[src/rtl/display_scan_ctrl.sv]
// Time-multiplexed scan controller for a shared 7-segment decoder: cycles
// through NUM_DIGITS stored codes with a blanking gap before every digit.
module display_scan_ctrl #(
  parameter int NUM_DIGITS   = 4,
  parameter int REFRESH_DIV  = 1000,
  parameter int BLANK_CYCLES = 2
) (
  input  logic                  clk,
  input  logic                  rst_n,
  input  logic                  enable,
  input  logic                  load,
  input  logic [2:0]            load_idx,
  input  logic [4:0]            load_code,
  output logic [4:0]            code,
  output logic [NUM_DIGITS-1:0] digit_en,
  output logic                  frame_done
);

  localparam int IDX_W   = $clog2(NUM_DIGITS);
  localparam int CNT_MAX = (REFRESH_DIV > BLANK_CYCLES) ? REFRESH_DIV : BLANK_CYCLES;
  localparam int CNT_W   = (CNT_MAX > 1) ? $clog2(CNT_MAX) : 1;

  localparam logic [CNT_W-1:0] BLANK_LAST = CNT_W'(BLANK_CYCLES - 1);
  localparam logic [CNT_W-1:0] SHOW_LAST  = CNT_W'(REFRESH_DIV - 1);
  localparam logic [CNT_W-1:0] SHOW_PEN   = CNT_W'(REFRESH_DIV - 2);
  localparam logic [IDX_W-1:0] LAST_IDX   = IDX_W'(NUM_DIGITS - 1);
  localparam logic [NUM_DIGITS-1:0] EN_ONE = NUM_DIGITS'(1);

  typedef enum logic [1:0] {
    IDLE  = 2'd0,
    BLANK = 2'd1,
    SHOW  = 2'd2
  } state_t;

  state_t           state;
  logic [IDX_W-1:0] idx;
  logic [CNT_W-1:0] cnt;
  logic [4:0]       store [NUM_DIGITS];

  logic             wr_ok;
  logic [IDX_W-1:0] wr_idx;
  logic [IDX_W-1:0] next_idx;

  assign wr_ok    = load && (int'(load_idx) < NUM_DIGITS);
  assign wr_idx   = load_idx[IDX_W-1:0];
  assign next_idx = (idx == LAST_IDX) ? '0 : idx + 1'b1;

  // NOTE: the stored codes must read back as zero after reset, so this small
  // register file is reset explicitly rather than left to power-up contents.
  always_ff @(posedge clk or negedge rst_n) begin
    if (!rst_n) begin
      for (int i = 0; i < NUM_DIGITS; i++) store[i] <= '0;
    end else if (wr_ok) begin
      store[wr_idx] <= load_code;
    end
  end

  // NOTE: non-blocking assignments make the BLANK-entry capture see the code
  // stored before a same-edge write, so a colliding load appears a frame later.
  always_ff @(posedge clk or negedge rst_n) begin
    if (!rst_n) begin
      state      <= IDLE;
      idx        <= '0;
      cnt        <= '0;
      code       <= '0;
      digit_en   <= '0;
      frame_done <= 1'b0;
    end else if (!enable) begin
      state      <= IDLE;
      idx        <= '0;
      cnt        <= '0;
      code       <= '0;
      digit_en   <= '0;
      frame_done <= 1'b0;
    end else begin
      case (state)
        IDLE: begin
          state      <= BLANK;
          idx        <= '0;
          cnt        <= '0;
          code       <= store[0];
          digit_en   <= '0;
          frame_done <= 1'b0;
        end
        BLANK: begin
          if (cnt == BLANK_LAST) begin
            state      <= SHOW;
            cnt        <= '0;
            digit_en   <= EN_ONE << idx;
            // With a one-cycle SHOW the first SHOW cycle is also the last.
            frame_done <= (REFRESH_DIV == 1) && (idx == LAST_IDX);
          end else begin
            cnt <= cnt + 1'b1;
          end
        end
        SHOW: begin
          if (cnt == SHOW_LAST) begin
            state      <= BLANK;
            idx        <= next_idx;
            cnt        <= '0;
            code       <= store[next_idx];
            digit_en   <= '0;
            frame_done <= 1'b0;
          end else begin
            cnt        <= cnt + 1'b1;
            frame_done <= (REFRESH_DIV > 1) && (idx == LAST_IDX) && (cnt == SHOW_PEN);
          end
        end
        default: begin
          state      <= IDLE;
          idx        <= '0;
          cnt        <= '0;
          code       <= '0;
          digit_en   <= '0;
          frame_done <= 1'b0;
        end
      endcase
    end
  end

endmodule

[config.mk]
export PLATFORM = sky130hd
export DESIGN_NAME = display_scan_ctrl
export DESIGN_NICKNAME = d
export VERILOG_FILES = /design/src/rtl/display_scan_ctrl.sv
export SDC_FILE = /design/constraint.sdc
export NUM_CORES = 1
export LEC_CHECK = 0
export ABC_AREA = 0
export CAP_MARGIN = 30
export CORE_MARGIN = 3
export CORE_UTILIZATION = 25
export CTS_CLUSTER_DIAMETER = 200
export DETAILED_ROUTE_END_ITERATION = 8
export PLACE_DENSITY = 0.44
export RECOVER_POWER = 50
export SYNTH_ARGS = -nofsm -noshare
export SYNTH_HDL_FRONTEND = slang
export SYNTH_SLANG_ARGS = --single-unit
[constraint.sdc]
create_clock -name clk -period 2.5 [get_ports clk]
set_input_delay 0.5 -clock clk [delete_from_list [all_inputs] [get_ports clk]]
set_output_delay 0.5 -clock clk [all_outputs]
set_load 0.01 [all_outputs]
# After elaboration in Yosys (flattened, before gate mapping)
# Cells that the tools add are included.
# totals
reg_bits	44
out_inout_bits	10
# op_classes
n_addsub	2
n_lt_le_gt_ge	4
eq_ne	9
shift	1
mux	29
bitwise_logic	2
reduce_logical	6
# ops
op	count
$mux W10	3
$mux W5	5
$bwmux W20	1
$eq A10 B10 Y1 const B	2
$pmux W10 S2	1
$pmux W5 S3	1
$mux W2	6
$mux W4	3
$add A10 B1 Y10 const B	1
$bmux W5 S2	1
$demux W5 S2	1
$eq A10 B1 Y1 const B	1
$pmux W4 S2	1
$ge A3 B3 Y1 const B	2
$ne A3 B3 Y1 const B	2
$not A2 Y3	2
$pmux W2 S3	1
$eq A2 B2 Y1 const B	2
$pmux W2 S2	1
$reduce_and A2 Y1	2
$shl A1 B2 Y4 const A	1
$logic_and A1 B1 Y1	3
$lt A3 B1 Y1 const B	1
$lt A3 B3 Y1 const B	1
6 further kinds	8

# Logic depth before layout (Yosys ltp)
# Gate-level depths: netlist (run 1).
# logic_depth
word_depth	9
mapped_depth	7
ltp_nobuf	6

# Worst setup path before layout (run 1)
# OpenSTA, ideal clock, no wires.
# synth_timing
path_kind	reg2reg
from	register idx[0]
to	register code[0]
arrival_ps	1640
required_ps	2418
path_slack_ps	778
stages_incl_launch_ff	6
period_less_slack_ps	1722
cell_sequence	dfrtp_1 inv_1 ha_1 nor4b_1 a22oi_1 a31oi_1
# synth_between
elab_chain_len	9
# synth_rtl
element	line_no	rtl
from (decl)	36	logic [IDX_W-1:0] idx;
from (signal assigned)	99	idx <= next_idx;
$add A2 B1 Y2 or $eq A2 B2 Y1 (tied branches)	46	assign next_idx = (idx == LAST_IDX) ? '0 : idx + 1'b1;
$mux W2 (*)	46	
$not A2 Y3 (implied by the code) (*)	101	code <= store[next_idx];
$bmux W5 S2 (*)	101	
$mux W5 (implied by the code) (*) (2 in series)	101	
$mux W5 (*)	97	if (cnt == SHOW_LAST) begin
$pmux W5 S3 (*)	76	case (state)
$mux W5 (*)	68	end else if (!enable) begin
to (signal assigned)	81	code <= store[0];
to (signal assigned)	101	
to (decl)	14	output logic [4:0] code,
# Mark *: on every way between the ends. The rest lies on a longest branch, timed or not. The select of a mux whose other input is x is not followed.
# A chain may end at the register's enable or synchronous reset.

# Worst setup path in the final report (run 1)
# layout_timing
from	register idx[0]
to	register code[2]
# The elaborated chain is that of the path after synthesis.

==> parameters.txt, run 1 <==
Parameter                              Value

GRT
  Grt met2 use ... 0.1786
  GRT Residual Overflow ... 0
  Met1 Use GR ... 0.1487
  Global-route wire length before repair ... 8673 um
  Fraction of met3 tracks used by global routing ... 0.02204
  Via count of the first global-routing pass ... 1618
  Busiest layer in global routing ... met2
  Antenna violations before repair ... 0
  Pin count of the biggest net entering global routing ... 25
  All-Layer GR Usage ... 0.1102

Min path
  HP Class ... in -> async

Logic synthesis
  Combinational family with the most area after synthesis ... simple AND/OR/NAND/NOR gates
  Basic-gate share of the synthesized area counting and, or, nand and nor cells ... 0.1425
  FFs w/ async S/R, synth ... 1.000
  Library cells used by synthesis ... 47
  Post-synth EDFFs ... 0
  Compound-Gate Fraction of Synth Area ... 0.1156
  Synthesized Nets ... 209
  Cell Area, Synth ... 2283 sq um
  Share of the yosys chip area belonging to registers ... 0.4822
  Multiplexer area fraction after synthesis ... 0.1414
  Adder-cell share of the synthesized area ... 0.06027
  Post-synthesis xor/xnor area fraction ... 0.03068
  Number of warnings reported in the yosys synthesis log ... 0
  Average footprint of a synthesized cell ... 12.28 sq um
  Seq cells post-synth ... 44
  Dominant synthesized flop cell ... dfrtp_1
  Post-synthesis instance total ... 186

Place
  I/O Buffers ... 21
  Placement Setup Slack ... 0.5096 ns
  DP Area ... 2636 sq um
  Global placement routability congestion ... 0.7183
  Sum of net half-perimeters after detailed placement ... 3636 um

Die
  Initial standard-cell utilization of the core ... 0.2593
  Number of placed I/O pins ... 22
  Die outline width ... 101.6 um
  Row count ... 34
  Core outline area ... 8806 sq um
  Vert. Die Dim ... 101.6 um
  Die area ... 10320 sq um

Layout
  Fraction of layout cells with a size suffix above 1 ... 0.2315
  Multi-input gate area ... 1120 sq um
  Number of inserted filler cells in the final layout ... 903
  Net total in the final layout ... 239
  Number of diodes added for antenna fixing ... 0
  Signed area change from the synthesized netlist to the final layout ... 18.63%
  Final cell area excluding filler cells ... 2709 sq um
  Total area of sequential cells ... 1101 sq um

Run status
  Outcome ... complete, no violations

Clocking
  H-Tree Depth ... 2
  Clock latency of the later-clocked register in the worst-skew pair ... 0.29 ns
  Number of buffers inserted during clock tree synthesis ... 5
  Number of gates given a new drive strength after cts ... 0
  Root cell of the clock tree ... clkbuf_8
  Number of buffers inserted by post-CTS setup repair ... 0
  Clock transition at the register clock pins on the worst setup and hold paths after CTS ... 0.08 ns
  Clock tree from TritonCTS ... done
  Number of clock sinks seen by CTS ... 44
  Number of buffers on the longest clock path ... 2
  Number of hold-repair buffers added at the cts stage ... 0

STA
  Setup ws final ... 0.5389 ns
  Tightest slew margin relative to the limit ... 0.06263
  Setup TNS ... 0 ns
  Number of max-slew violations in the final report ... 0
  Final hold violations ... 0
  Least-Margin Pin Slew ... 1.406 ns
  Post-route minimum period ... 1.961 ns
  Maximum clock rate ... 509.9 MHz
  Final worst clock skew ... 0.004653 ns
  Unrepaired setup endpoints after global routing ... false
  Final Setup Violations ... 0
  Part of the cycle the worst path needs ... 0.7844

Worst setup path
  Critical path arrival ... 2.17 ns
  Crit path required time ... 2.71 ns
  Startpoint Class ... register
  Top fanout value on the critical path ... 6
  CP endpoint kind ... register
  WS Path Type ... reg -> reg

Route
  Via total after detailed routing ... 1470
  Post-detailed-route count of antenna-violating nets ... 0
  DRT Pass-1 Iters ... 4
  Wire length reported by the detailed router ... 5088 um
  Routed length per placed instance ... 15.70 um
  Iter 0 DRT Violations ... 24
  Vias/cell ... 4.537
  DRC errors left ... 0

Pwr
  Power per Cell Area ... 770.2 nW/um^2
  Peak supply drop ... 0.2460 mV
  Leakage power total ... 1.089 nW

Job
  Max-cap check violation count ... 0
-- synthesized netlist by cell type (2+ instances only) --
library cell,n,area share
nand2_1,12,0.020
ha_1,11,0.060
o21ai_1,5,0.011
mux2i_1,3,0.013
a31o_1,4,0.015
nor2_1,13,0.021
a31oi_1,4,0.011
inv_1,8,0.013
and2_1,3,0.0082
nand3_1,2,0.0044
nand4_1,2,0.0055
nand4b_1,2,0.0077
mux2_2,24,0.12
a22oi_1,4,0.013
xor2_1,4,0.015
and4bb_2,2,0.011
o21a_1,4,0.013
buf_6,2,0.0099
xnor2_1,4,0.015
nor3_1,2,0.0044
a21oi_1,2,0.0044
dfrtp_1,44,0.48
-- worst paths after layout --
kind | from | to | slack [ns] | cells past startpoint
setup / recovery | idx[0] | code[2] | 0.54 | 6
hold / removal | rst_n | cnt[2] | 0.51 | 1
setup reg to reg | idx[0] | code[2] | 0.54 | 6
hold reg to reg | store[7] | store[7] | 0.51 | 1
max in group asynchronous | rst_n | store[14] | 0.72 | 2
min in group clk | store[7] | store[7] | 0.51 | 1
-- sequential cells by signal (all words and copies together), names as in the netlist --
register / cells
cnt: 10
code: 5
digit_en: 4
frame_done: 1
idx: 2
state: 2
store: 20
-- final cells by class --
class / count / area share
Tap cell: 108 / 0.04988
Clock buffer: 5 / 0.02540
Timing Repair Buffer: 27 / 0.08915
Multi-Input combinational cell: 130 / 0.4134
Inverter: 8 / 0.01109
Sequential cell: 44 / 0.4065
Clock inverter: 2 / 0.004619
-- through the flow --
step / cells / power (W) / hold WS [ns] / util
2_1_floorplan: 186 / 0.001408 / 0.2044 / -
3_3_place_gp: 317 / 0.001684 / 0.4838 / 0.2994
3_5_place_dp: 317 / 0.001679 / 0.4897 / 0.2994
4_1_cts: 324 / 0.002133 / 0.2195 / 0.3086
5_1_grt: 324 / 0.002246 / 0.5266 / 0.3076
6_report: 324 / 0.002086 / 0.5096 / 0.3076
-- cell families (layout without fill, tap and decap cells) --
logic type	count (synthesis)	in the layout
multiplexers	28	28
XOR/XNOR	8	8
adder cells (fa/ha/maj)	11	11
flip-flops	44	44
AND/OR/NAND/NOR	51	51
AO/OA/AOI/OAI	32	32
buffers and inverters	12	42
-- report_power, final --
part	switching (W)	internal (W)	total [W]
logic	0.000370	0.000348	0.000718
registers	0.0000869	0.000848	0.000935
clock network	0.000244	0.000190	0.000434
-- layer usage --
| layer | routed length [um] | up-vias |
|---|---|---|
| met1 | 2548 | 713 |
| met2 | 2298 | 27 |
| li1 | - | 726 |
| met5 | 0 | - |
| met4 | 48 | 0 |
| met3 | 192 | 4 |
-- worst max-delay path, cell delays in order (launching register included) --
cell,delay (ns)
dfrtp_1,0.46
inv_1,0.09
ha_1,0.35
or2b_1,0.24
o21bai_1,0.41
a22oi_1,0.14
a31oi_1,0.19
-- cell usage in the layout, fill, tap and decap left out, types with 5 or more instances in the layout --
cell type,count
dfrtp_1,44
mux2_2,24
clkdlybuf4s50_1,19
nor2_1,13
nand2_1,12
ha_1,11
inv_1,8
o21ai_1,5
clkbuf_8,5
Note: power is estimated with default switching activity, not from simulation.
==> run 2, diff against run 1 <==
--- a/config.mk
+++ b/config.mk
@@ -11,7 +11,7 @@
 export CORE_UTILIZATION = 25
 export CTS_CLUSTER_DIAMETER = 200
 export DETAILED_ROUTE_END_ITERATION = 8
-export PLACE_DENSITY = 0.44
+export PLACE_DENSITY = 0.46
 export RECOVER_POWER = 50
 export SYNTH_ARGS = -nofsm -noshare
 export SYNTH_HDL_FRONTEND = slang
==> constraint.sdc (replaced) <==
create_clock -name clk -period 1.6 [get_ports clk]
set_input_delay 0.32 -clock clk [delete_from_list [all_inputs] [get_ports clk]]
set_output_delay 0.32 -clock clk [all_outputs]
set_load 0.01 [all_outputs]
==> parameters.txt, run 2 (synthesis results as in run 1) <==
Parameter                              Value

Run status
  Outcome ... finished, violations left (was complete, no violations)
  Violated checks ... negative setup slack

Clocking
  Number of buffers inserted during clock tree synthesis ... 5 (unchanged)
  Number of buffers on the longest clock path ... 2 (unchanged)
  H-Tree Depth ... 2 (unchanged)
  Clock tree from TritonCTS ... done (unchanged)
  Root cell of the clock tree ... clkbuf_8 (unchanged)
  Clock latency of the later-clocked register in the worst-skew pair ... 0.29 ns (about the same)
  Clock transition at the register clock pins on the worst setup and hold paths after CTS ... 0.09 ns (was 0.08 ns)
  Number of clock sinks seen by CTS ... 44 (unchanged)

Layout
  Top library cells by usage in the layout, fill and taps aside ... 42 x dfrtp_1, 33 x buf_4, 24 x mux2_2 (was 44 x dfrtp_1, 24 x mux2_2, 19 x clkdlybuf4s50_1)
  Largest registers ranked by flip-flop count ... store: 20 flops, cnt: 10 flops, code: 5 flops (unchanged)
  Number of diodes added for antenna fixing ... 0 (unchanged)
  Total area of sequential cells ... 1104 sq um (was 1101 sq um)
  Signed area change from the synthesized netlist to the final layout ... 36.93% (was 18.63%)
  Final cell area excluding filler cells ... 3127 sq um (was 2709 sq um)
  Reg with most FFs ... store (unchanged)
  Fraction of layout cells with a size suffix above 1 ... 0.4120 (was 0.2315)
  Net total in the final layout ... 272 (was 239)
  Multi-input gate area ... 1217 sq um (was 1120 sq um)
  Number of flip-flops under the largest register name ... 20 (unchanged)
  Number of inserted filler cells in the final layout ... 875 (was 903)
  Most common cell after layout, fill and taps aside ... dfrtp_1 (unchanged)

Worst setup path
  Slowest-stage cell, CP ... dfrtp_1 (unchanged)
  Worst path cell trace ... inv_1 > ha_2 > nor4b_4 > a31oi_4 > buf_6 > o21a_1 > a31o_1 (was inv_1 > ha_1 > or2b_1 > o21bai_1 > a22oi_1 > a31oi_1)
  WS Path Type ... reg -> reg (unchanged)
  CP endpoint kind ... register (unchanged)
  Max stage delay on crit path ... 0.40 ns (was 0.46 ns)
  Top fanout value on the critical path ... 6 (unchanged)
  Crit path required time ... 1.78 ns (was 2.71 ns)
  Startpoint Class ... register (unchanged)
  Critical path arrival ... 1.79 ns (was 2.17 ns)

STA
  Least-Margin Pin Slew ... 0.6366 ns (was 1.406 ns)
  Part of the cycle the worst path needs ... 1.006 (was 0.7844)
  Setup TNS ... -0.01350 ns (was 0 ns)
  Post-route minimum period ... 1.610 ns (was 1.961 ns)
  Unrepaired setup endpoints after global routing ... true (was false)
  Tightest slew margin relative to the limit ... 0.5756 (was 0.06263)
  Final hold violations ... 0 (unchanged)
  Final worst clock skew ... 0.007036 ns (was 0.004653 ns)
  Number of max-slew violations in the final report ... 0 (unchanged)
  Final Setup Violations ... 3 (was 0)
  Maximum clock rate ... 621.1 MHz (was 509.9 MHz)
  Setup ws final ... -0.01003 ns (was 0.5389 ns)

Die
  Row count ... 34 (unchanged)
  Number of placed I/O pins ... 22 (unchanged)
  Die outline width ... 101.6 um (unchanged)
  Core outline area ... 8806 sq um (unchanged)
  Die area ... 10320 sq um (unchanged)
  Initial standard-cell utilization of the core ... 0.2593 (unchanged)
  Vert. Die Dim ... 101.6 um (unchanged)

GRT
  Pin count of the biggest net entering global routing ... 45 (was 25)
  All-Layer GR Usage ... 0.1077 (was 0.1102)
  Via count of the first global-routing pass ... 1650 (was 1618)
  Antenna violations before repair ... 0 (unchanged)
  Global-route wire length before repair ... 8562 um (was 8673 um)
  GRT Residual Overflow ... 0 (unchanged)

Pwr
  Total chip power ... 0.003667 W (was 0.002086 W)
  Leakage power total ... 1.313 nW (was 1.089 nW)
  Power per Cell Area ... 1173 nW/um^2 (was 770.2 nW/um^2)
  Peak supply drop ... 0.5029 mV (was 0.2460 mV)

Route
  Routed length per placed instance ... 14.19 um (was 15.70 um)
  DRT Pass-1 Iters ... 4 (unchanged)
  DRC errors left ... 0 (unchanged)
  Via total after detailed routing ... 1582 (was 1470)
  Vias/cell ... 4.419 (was 4.537)
  Post-detailed-route count of antenna-violating nets ... 0 (unchanged)
  Wire length reported by the detailed router ... 5080 um (was 5088 um)
  Iter 0 DRT Violations ... 43 (was 24)

Place
  DP Area ... 2923 sq um (was 2636 sq um)
  Global placement routability congestion ... 0.7005 (was 0.7183)
  I/O Buffers ... 21 (unchanged)
  Placement Setup Slack ... -0.1208 ns (was 0.5096 ns)
  Sum of net half-perimeters after detailed placement ... 3642 um (was 3636 um)

Job
  Max-cap check violation count ... 0 (unchanged)

Min path
  HP Class ... reg -> reg (was in -> async)
run 2: final cells by class:
| cell class | instances | share of cell area |
|---|---|---|
| multi-input cells | 130 | 0.3894 |
| flip-flops and latches | 44 | 0.3529 |
| repair buffers | 60 | 0.1749 |
| well taps | 108 | 0.04322 |
| clock buffers | 7 | 0.02761 |
| inverters | 8 | 0.009604 |
| clock inverters | 1 | 0.002401 |
run 2: critical path, delay by kind of cell (launching register included):
family / cells / cell delay (ns)
AO/OA/AOI/OAI: 3 / 0.49
adder cells (fa/ha/maj): 1 / 0.16
buffers and inverters: 2 / 0.22
flip-flops: 1 / 0.40
AND/OR/NAND/NOR: 1 / 0.23
run 2: layer usage:
metal / GRT usage / part of all wire
met1: 0.1470 / 0.50
met2: 0.1700 / 0.45
met3: 0.02410 / 0.029
met4: 0.03374 / 0.012
met5: 0 / 0
run 2: what timing repair did:
item | in CTS | in global routing
hold endpoints to repair | 9 | 0
pin swaps | 6 | 7
setup endpoints to repair | 11 | 26
gates resized for setup | 6 | 15
setup buffers | 1 | 4
hold buffers | 1 | 0
run 2: where the power goes:
group / total (W) / leakage [nW] / switching [W] / internal, W
clock network: 0.000735 / 0.0445 / 0.000384 / 0.000351
registers: 0.00148 / 0.566 / 0.000154 / 0.00133
logic: 0.00145 / 0.703 / 0.000645 / 0.000805
total: 0.00367 / 1.31 / 0.00118 / 0.00248
run 2: stage by stage:
stage	util	hold slack, ns	instances
after floorplan	-	0.02441	186
after global placement	0.3319	0.3279	344
after detailed placement	0.3319	0.3285	344
after CTS	0.3468	0.5008	354
after global routing	0.3551	0.5283	358
final	0.3551	0.5021	358
run 2: worst paths after layout:
| check | startpoint | to | slack (ns) | depth (start not counted) |
|---|---|---|---|---|
| worst max register to register | cnt[1] | digit_en[1] | -0.01 | 7 |
| min in group asynchronous | rst_n | cnt[0] | 0.68 | 3 |
| worst min-delay path | frame_done | frame_done | 0.50 | 2 |
| worst min register to register | frame_done | frame_done | 0.50 | 2 |
| max in group asynchronous | rst_n | idx[0] | 0.44 | 3 |
| worst max-delay path | cnt[1] | digit_en[1] | -0.01 | 7 |
==> run 3, diff against run 2 <==
--- a/config.mk
+++ b/config.mk
@@ -11,7 +11,7 @@
 export CORE_UTILIZATION = 25
 export CTS_CLUSTER_DIAMETER = 200
 export DETAILED_ROUTE_END_ITERATION = 8
-export PLACE_DENSITY = 0.46
+export PLACE_DENSITY = 0.55
 export RECOVER_POWER = 50
 export SYNTH_ARGS = -nofsm -noshare
 export SYNTH_HDL_FRONTEND = slang
==> parameters.txt, run 3 (synthesis results as in run 1) <==
Parameter                              Value

Run status
  Outcome ... finished, violations left (unchanged)
  Violated checks ... negative setup slack (unchanged)

STA
  Least-Margin Pin Slew ... 0.6321 ns (was 0.6366 ns)
  Setup ws final ... -0.04514 ns (was -0.01003 ns)
  Final hold violations ... 0 (unchanged)
  Tightest slew margin relative to the limit ... 0.5786 (was 0.5756)
  Number of max-slew violations in the final report ... 0 (unchanged)
  Setup TNS ... -0.1761 ns (was -0.01350 ns)
  Maximum clock rate ... 607.9 MHz (was 621.1 MHz)
  Post-route minimum period ... 1.645 ns (was 1.610 ns)
  Part of the cycle the worst path needs ... 1.028 (was 1.006)
  Unrepaired setup endpoints after global routing ... true (unchanged)
  Final worst clock skew ... 0.006197 ns (was 0.007036 ns)
  Final Setup Violations ... 5 (was 3)

Clocking
  Number of clock sinks seen by CTS ... 44 (unchanged)
  Number of buffers on the longest clock path ... 2 (unchanged)
  Clock tree from TritonCTS ... done (unchanged)
  Clock transition at the register clock pins on the worst setup and hold paths after CTS ... 0.09 ns (about the same)
  H-Tree Depth ... 2 (unchanged)
  Number of buffers inserted during clock tree synthesis ... 5 (unchanged)
  Root cell of the clock tree ... clkbuf_8 (unchanged)
  Clock latency of the later-clocked register in the worst-skew pair ... 0.29 ns (about the same)

Die
  Number of placed I/O pins ... 22 (unchanged)
  Initial standard-cell utilization of the core ... 0.2593 (unchanged)
  Vert. Die Dim ... 101.6 um (unchanged)
  Die outline width ... 101.6 um (unchanged)
  Core outline area ... 8806 sq um (unchanged)
  Die area ... 10320 sq um (unchanged)
  Row count ... 34 (unchanged)

Worst setup path
  Startpoint Class ... register (unchanged)
  Most prevalent standard cell on the critical path ... buf_4
  Max stage delay on crit path ... 0.37 ns (was 0.40 ns)
  Top fanout value on the critical path ... 5 (was 6)
  Critical path arrival ... 1.83 ns (was 1.79 ns)
  CP endpoint kind ... register (unchanged)
  Worst path cell trace ... buf_4 > ha_2 > and2_4 > a31oi_4 > buf_4 > o21a_1 > a31o_1 (was inv_1 > ha_2 > nor4b_4 > a31oi_4 > buf_6 > o21a_1 > a31o_1)
  WS Path Type ... reg -> reg (unchanged)
  Crit path required time ... 1.78 ns (about the same)
  Slowest-stage cell, CP ... dfrtp_1 (unchanged)

Layout
  Number of diodes added for antenna fixing ... 0 (unchanged)
  Top library cells by usage in the layout, fill and taps aside ... 42 x dfrtp_1, 33 x buf_4, 24 x mux2_2 (unchanged)
  Final cell area excluding filler cells ... 3191 sq um (was 3127 sq um)
  Largest registers ranked by flip-flop count ... store: 20 flops, cnt: 10 flops, code: 5 flops (unchanged)
  Net total in the final layout ... 272 (unchanged)
  Signed area change from the synthesized netlist to the final layout ... 39.73% (was 36.93%)
  Number of flip-flops under the largest register name ... 20 (unchanged)
  Fraction of layout cells with a size suffix above 1 ... 0.4480 (was 0.4120)
  Most common cell after layout, fill and taps aside ... dfrtp_1 (unchanged)
  Reg with most FFs ... store (unchanged)

GRT
  Antenna violations before repair ... 0 (unchanged)
  Global-route wire length before repair ... 8493 um (was 8562 um)
  Pin count of the biggest net entering global routing ... 45 (unchanged)
  All-Layer GR Usage ... 0.1054 (was 0.1077)
  Via count of the first global-routing pass ... 1700 (was 1650)
  GRT Residual Overflow ... 0 (unchanged)

Pwr
  Power per Cell Area ... 1197 nW/um^2 (was 1173 nW/um^2)
  Peak supply drop ... 0.4981 mV (was 0.5029 mV)
  Leakage power total ... 1.309 nW (was 1.313 nW)

Route
  DRC errors left ... 0 (unchanged)
  Vias/cell ... 4.578 (was 4.419)
  Post-detailed-route count of antenna-violating nets ... 0 (unchanged)
  Wire length reported by the detailed router ... 5243 um (was 5080 um)
  Iter 0 DRT Violations ... 58 (was 43)
  DRT Pass-1 Iters ... 4 (unchanged)
  Via total after detailed routing ... 1639 (was 1582)
  Routed length per placed instance ... 14.65 um (was 14.19 um)

Place
  Global placement routability congestion ... 0.7176 (was 0.7005)
  I/O Buffers ... 21 (unchanged)
  Sum of net half-perimeters after detailed placement ... 3556 um (was 3642 um)
  DP Area ... 2888 sq um (was 2923 sq um)

Job
  Max-cap check violation count ... 0 (unchanged)

Min path
  HP Class ... reg -> reg (unchanged)
-- run 3: critical path, delay by kind of cell, from the launching register on --
kind	cells	cell delay, ns
AO/OA/AOI/OAI	3	0.48
flip-flops	1	0.37
adder cells (fa/ha/maj)	1	0.18
buffers and inverters	2	0.29
AND/OR/NAND/NOR	1	0.20
-- run 3: worst paths after layout --
kind                                to  depth (start not counted)        from  slack (ns)
setup / recovery           digit_en[2]                          7      cnt[1]       -0.05
hold / removal              frame_done                          2  frame_done        0.49
setup reg to reg           digit_en[2]                          7      cnt[1]       -0.05
hold reg to reg             frame_done                          2  frame_done        0.49
max in group asynchronous       idx[0]                          3       rst_n        0.45
min in group asynchronous  digit_en[2]                          3       rst_n        0.67
-- run 3: per-layer routing --
metal | part of all wire | track usage | wire length (um)
met1 | 0.49 | 0.1468 | 2589
met2 | 0.44 | 0.1630 | 2327
met3 | 0.053 | 0.02686 | 277
met4 | 0.0092 | 0.02761 | 48
met5 | 0 | 0 | 0
-- run 3: final cells by class --
cell class	count	area (sq um)
fillers	864	5615
multi-input cells	131	1286
flip-flops and latches	44	1104
repair buffers	59	524.3
well taps	108	135.1
clock buffers	5	68.82
clock inverters	3	42.54
inverters	8	30.03
-- run 3: through the flow --
step                      instances  hold slack, ns  power (W)    util  worst slack, ns
after CTS                       351          0.4973   0.003714  0.3464         -0.04456
after global routing            358          0.5150   0.004068  0.3623          -0.1153
after floorplan                 186         0.02441   0.002221       -          0.02433
after global placement          341          0.3223   0.002765  0.3279          -0.1406
after detailed placement        341          0.3224   0.002775  0.3279          -0.1886
final                           358          0.4922   0.003818  0.3623         -0.04514
-- run 3: power by group --
| group | switching (W) | internal [W] |
|---|---|---|
| clock | 0.000386 | 0.000462 |
| sequential | 0.000145 | 0.00133 |
| combinational | 0.000695 | 0.000804 |
-- run 3: timing repair --
item                       in CTS  in global routing
resized for setup               8                 25
hold buffers                    1                  0
hold endpoints to repair       20                  0
pin swaps                       1                 10
setup endpoints to repair      20                 25
buffers inserted                1                  7
cloned                          0                  1
